==> src/rtl/fm_discr_pkg.sv <==
// Shared widths and FSM state type for the FM phase discriminator.
package fm_discr_pkg;

  localparam int ANGLE_W = 32;
  localparam int ABS_W   = 31;

  typedef enum logic {
    PRIME,
    RUN
  } state_t;

endpackage

==> src/rtl/fm_phase_discr.sv <==
// FM phase discriminator: averages 2^DEC_LOG2 successive CORDIC phase steps
// per output, with magnitude squelch.
// Optional build macro: FM_PHASE_DISCR_ROUND_EN (round half up before the
// final shift; otherwise the shift truncates toward minus infinity).
module fm_phase_discr
  import fm_discr_pkg::*;
#(
  parameter int DEC_LOG2 = 4,
  parameter int ACC_W    = 32 + DEC_LOG2
) (
  input  logic                      clk,
  input  logic                      rst_n,
  input  logic                      in_valid,
  input  logic signed [ANGLE_W-1:0] angle,
  input  logic        [ABS_W-1:0]   abs,
  input  logic        [ABS_W-1:0]   abs_thresh,
  output logic signed [ANGLE_W-1:0] freq,
  output logic                      out_valid,
  output logic                      squelch
);

  if (ACC_W < ANGLE_W + DEC_LOG2) begin : g_acc_w_chk
    $error("fm_phase_discr: ACC_W must be at least 32+DEC_LOG2");
  end

  if (DEC_LOG2 < 0 || DEC_LOG2 > 8) begin : g_dec_chk
    $error("fm_phase_discr: DEC_LOG2 must be in 0..8");
  end

  localparam int CNT_W = DEC_LOG2 + 1;
  localparam logic [CNT_W-1:0] CNT_FULL = CNT_W'(1) << DEC_LOG2;

`ifdef FM_PHASE_DISCR_ROUND_EN
  localparam logic signed [ACC_W-1:0] RND =
    (DEC_LOG2 == 0) ? '0 : ACC_W'(1) << ((DEC_LOG2 == 0) ? 0 : DEC_LOG2 - 1);
`else
  localparam logic signed [ACC_W-1:0] RND = '0;
`endif

  state_t                     state, state_nxt;
  logic signed [ANGLE_W-1:0]  prev, prev_nxt;
  logic signed [ACC_W-1:0]    acc, acc_nxt;
  logic        [CNT_W-1:0]    cnt, cnt_nxt, cnt_inc;
  logic signed [ANGLE_W-1:0]  freq_nxt, freq_blk, d;
  logic signed [ACC_W-1:0]    acc_sum, acc_rnd;
  logic                       ov_nxt, sq_nxt;

  // Next-state, datapath and output decisions for each accepted sample
  always_comb begin
    state_nxt = state;
    prev_nxt  = prev;
    acc_nxt   = acc;
    cnt_nxt   = cnt;
    freq_nxt  = freq;
    ov_nxt    = 1'b0;
    sq_nxt    = squelch;

    // Modulo-2^32 difference read as signed gives the short-path phase step
    d        = angle - prev;
    acc_sum  = acc + ACC_W'(d);
    acc_rnd  = acc_sum + RND;
    freq_blk = ANGLE_W'(acc_rnd >>> DEC_LOG2);
    cnt_inc  = cnt + CNT_W'(1);

    if (in_valid) begin
      if (abs < abs_thresh) begin
        state_nxt = PRIME;
        acc_nxt   = '0;
        cnt_nxt   = '0;
        sq_nxt    = 1'b1;
      end else begin
        sq_nxt   = 1'b0;
        prev_nxt = angle;
        case (state)
          PRIME: begin
            acc_nxt   = '0;
            cnt_nxt   = '0;
            state_nxt = RUN;
          end
          RUN: begin
            if (cnt_inc == CNT_FULL) begin
              freq_nxt = freq_blk;
              ov_nxt   = 1'b1;
              acc_nxt  = '0;
              cnt_nxt  = '0;
            end else begin
              acc_nxt  = acc_sum;
              cnt_nxt  = cnt_inc;
            end
          end
          default: state_nxt = PRIME;
        endcase
      end
    end
  end

  // State and output registers with synchronous active-low reset
  always_ff @(posedge clk) begin
    if (!rst_n) begin
      state     <= PRIME;
      prev      <= '0;
      acc       <= '0;
      cnt       <= '0;
      freq      <= '0;
      out_valid <= 1'b0;
      squelch   <= 1'b0;
    end else begin
      state     <= state_nxt;
      prev      <= prev_nxt;
      acc       <= acc_nxt;
      cnt       <= cnt_nxt;
      freq      <= freq_nxt;
      out_valid <= ov_nxt;
      squelch   <= sq_nxt;
    end
  end

endmodule

==> config.mk <==
export PLATFORM = sky130hd
export DESIGN_NAME = fm_phase_discr
export DESIGN_NICKNAME = d
export VERILOG_FILES = /design/src/rtl/fm_discr_pkg.sv /design/src/rtl/fm_phase_discr.sv
export SDC_FILE = /design/constraint.sdc
export NUM_CORES = 1
export LEC_CHECK = 0
export ABC_AREA = 1
export CORE_MARGIN = 2
export CORE_UTILIZATION = 50
export DETAILED_ROUTE_END_ITERATION = 8
export GPL_TIMING_DRIVEN = 0
export PLACE_DENSITY = 0.78
export SLEW_MARGIN = 20
export SYNTH_ARGS = -nofsm -noshare
export SYNTH_HDL_FRONTEND = slang
export SYNTH_SLANG_ARGS = --single-unit
==> constraint.sdc <==
create_clock -name clk -period 4.1 [get_ports clk]
set_input_delay 1.025 -clock clk [delete_from_list [all_inputs] [get_ports clk]]
set_output_delay 1.025 -clock clk [all_outputs]
set_load 0.01 [all_outputs]
==> impl_metrics.yaml, run 1 <==
global_routing:
  antenna_found_initial: 0
  grt_pass1_vias: 8738
  grt_max_degree: 21
  grt_pass1_wl_mm: 41.8
  grt_overflow_total: 0
  track_usage_pct: 28.6
die:
  die_h_um: 135
  die_width_um: 135
  rows: 47
  core_um2: 16700
  ioPinCount: 131
  initial_utilization_pct: 51.5
  dieArea_um2: 18300
yosys:
  synth_area_per_cell_um2: 6.57
  synth_fa_ha_area_share_pct: 14.7
  ys_top_cells_by_area: "dfxtp_1 25%, ha_1 14%, nand2_1 14%"
  synthesis.area_um2: 8600
  synth_top_cell_by_area: "dfxtp_1"
  synth_top_area_share_pct: 25.1
  synth_edf_count: 0
  synth-simple-area-share_pct: 26.0
  synth.most_common_cell: "nand2_1"
  yosysWarningCount: 0
  synth_top_family_by_area: "simple AND/OR/NAND/NOR gates"
  synth_xor_area_share_pct: 5.91
  synthTopCellsByCount: "324 x nand2_1, 178 x a21oi_1, 166 x inv_1, 115 x nor2_1, 108 x dfxtp_1"
  ys_seq_elements: 108
  ys.flop_type: "dfxtp_1"
  netlist_instances: 1309
  ys_seq_area_share_pct: 25.1
  synthArstFlopShare_pct: 0
  synthMuxAreaShare_pct: 0
  synth_compound_area_share_pct: 19.0
  yosysUniqueCellTypes: 44
  synth_nets: 1506
worst_setup_path:
  criticalPathCategory: "in -> reg"
  cp-start-kind: "input port"
  arrival_ns: 4.37
  cp.required_ns: 4.37
  crit_path_max_fanout: 4
  cp-end-kind: "register"
  reg2reg_slack_ns: 0.43
route:
  num_vias: 9550
  routed_wirelength_mm: 27.9
  final_antenna_net_count: 0
  dr.pass1.iters: 7
  post_drt_wl_per_cell_um: 16.3
  topRoutingLayerUsed: "met4"
  drc: 0
  initialDrtViolationCount: 713
  wl_met2_mm: 13.1
  wl_met3_mm: 2.07
  wirelength_met1_mm: 12.0
  via_per_inst: 5.57
clocking:
  clkSinkCount: 108
  cts_max_level: 3
  cts-root-buf: "clkbuf_16"
  ctsHoldBuffers: 0
  cts_buffer_depth: 2
  cts_tree: "built"
  cts_inserted_buffers: 9
  path_clk_slew_ns: 0.08
  clk_latency_ns: 0.37
place:
  gpl.final_weighted_congestion: 0.996
  place_area_um2: 10200
  place_hpwl_mm: 20.0
  port_buffers: 129
sta:
  final.min_clock_period_ns: 4.10
  clock.fmax_mhz: 244
  setup_tns_ns: -0.00241
  hold_viol: 0
  finalMaxSlewViolations: 0
  whs_ns: 0.465
  tightest_slew_ns: 0.771
  rsz0062_at_grt: "true"
  setup_viol: 3
  skew_ns: 0.0107
  relSlewSlack_pct: 48.6
  fin_crit_sh_pct: 100
  postLayoutSetupSlackWorst_ns: -0.00133
pwr:
  vdd_drop_max_uv: 361
  p_leak_nw: 5.17
  p_per_area_nw_per_um2: 316
job:
  cap_violations: 0
min_path:
  hold_path.class: "reg -> reg"
final_layout:
  design_area_um2: 12100
  nNetsFinal: 1688
  syn_to_final_growth_pct: 40.5
  nFillCells: 1336
  antenna_cells: 0
  drive_gt1_share_pct: 19.1
outcome:
  outcome: "finished with violations"
  failed_checks: "setup timing"
## timing repair
item | in CTS | in global routing
setup endpoints to repair | 50 | 46
buffers inserted | 18 | 24
gates resized for setup | 151 | 152
pin swaps | 40 | 85
## stage by stage
stage,utilization [%],instances,power [mW],setup WS [ns]
5_1_grt,72.4,1716,4.00,-0.232
4_1_cts,67.5,1692,3.48,0.00157
6_report,72.4,1716,3.82,-0.00133
3_5_place_dp,60.9,1658,2.37,-1.19
3_3_place_gp,60.9,1658,2.36,-1.18
2_1_floorplan,-,1309,1.99,0.0353
## report_power, final
| part | internal, mW | switching, mW | total (mW) |
|---|---|---|---|
| Clock | 0.429 | 0.454 | 0.883 |
| Sequential | 1.08 | 0.0152 | 1.10 |
| Combinational | 0.754 | 1.08 | 1.84 |
## final timing paths
path	end	depth (start not counted)	startpoint
hold reg to reg	freq[5]$_SDFFE_PN0P_	2	freq[5]$_SDFFE_PN0P_
setup / recovery	freq[31]$_SDFFE_PN0P_	25	angle[12]
setup reg to reg	freq[28]$_SDFFE_PN0P_	26	prev[0]$_SDFFE_PN0P_
hold / removal	freq[5]$_SDFFE_PN0P_	2	freq[5]$_SDFFE_PN0P_
## layout make-up
type / count / area [µm²] / area share [%]
Clock inverter: 7 / 66.3 / 0.549
Timing Repair Buffer: 171 / 1600 / 13.3
Clock buffer: 9 / 225 / 1.86
Tap cell: 220 / 275 / 2.28
Inverter: 167 / 632 / 5.23
Sequential cell: 108 / 2160 / 17.9
Multi-Input combinational cell: 1003 / 6950 / 57.5
Buffer: 31 / 171 / 1.42
## cell families (layout without fill, tap and decap cells)
kind of cell    Yosys count  count (layout)
simple gates            540             540
compound gates          305             305
buf+inv                 198             385
flops                   108             108
fa+ha+maj               100             100
xor+xnor                 58              58
## layout by cell type, fill, tap and decap left out, drive strengths merged, types with 2 or more instances in the layout
master and n:
nand2 328, a21oi 180, inv 171, nor2 118
dfxtp 108, clkdlybuf4s50 104, ha 98, o21ai 87
nand3 59, buf 58, xor2 40, clkbuf 31
xnor2 18, nor3 14, dlymetal6s2s 11, o21bai 11
nand4 10, dlygate4sd2 7, a21o 6, a21boi 5
a22oi 4, a31oi 4, o21a 3, nand3b 3
clkinv 3, nor3b 3, nor4 3, a221oi 2
fa 2
## worst max-delay path, cell delays in order
cell,delay (ns)
dlygate4sd2_1,0.28
ha_4,0.30
nand2_1,0.07
inv_1,0.08
nand2_1,0.10
nor3_1,0.22
nand2_1,0.12
nand2_2,0.11
a21oi_2,0.07
o21bai_1,0.21
a21oi_1,0.12
xnor2_1,0.29
ha_4,0.29
nand2_2,0.14
nor2_4,0.05
nand2_2,0.11
inv_1,0.06
a21oi_2,0.14
nand3_1,0.10
inv_1,0.07
nand3_1,0.11
nand2_2,0.13
nand2_1,0.07
nand2_1,0.06
inv_1,0.04
## flip-flops by register name (all words and copies together), names as in the netlist
| register | flops |
|---|---|
| acc | 36 |
| cnt | 5 |
| freq | 32 |
| out_valid | 1 |
| prev | 32 |
| squelch | 1 |
| state | 1 |
## metal layers
layer | global-route usage (%) | vias up
li1 | - | 4646
met5 | 0 | -
met2 | 46.1 | 383
met4 | 9.95 | 0
met3 | 3.89 | 62
met1 | 39.3 | 4459
Power figures use the tool's default switching activity.
==> inputs of run 2 (changes only) <==
- SLEW_MARGIN: 20 -> default
==> results of run 2 <==
No change in the layout: final DEF, timing and power equal those of run 1.
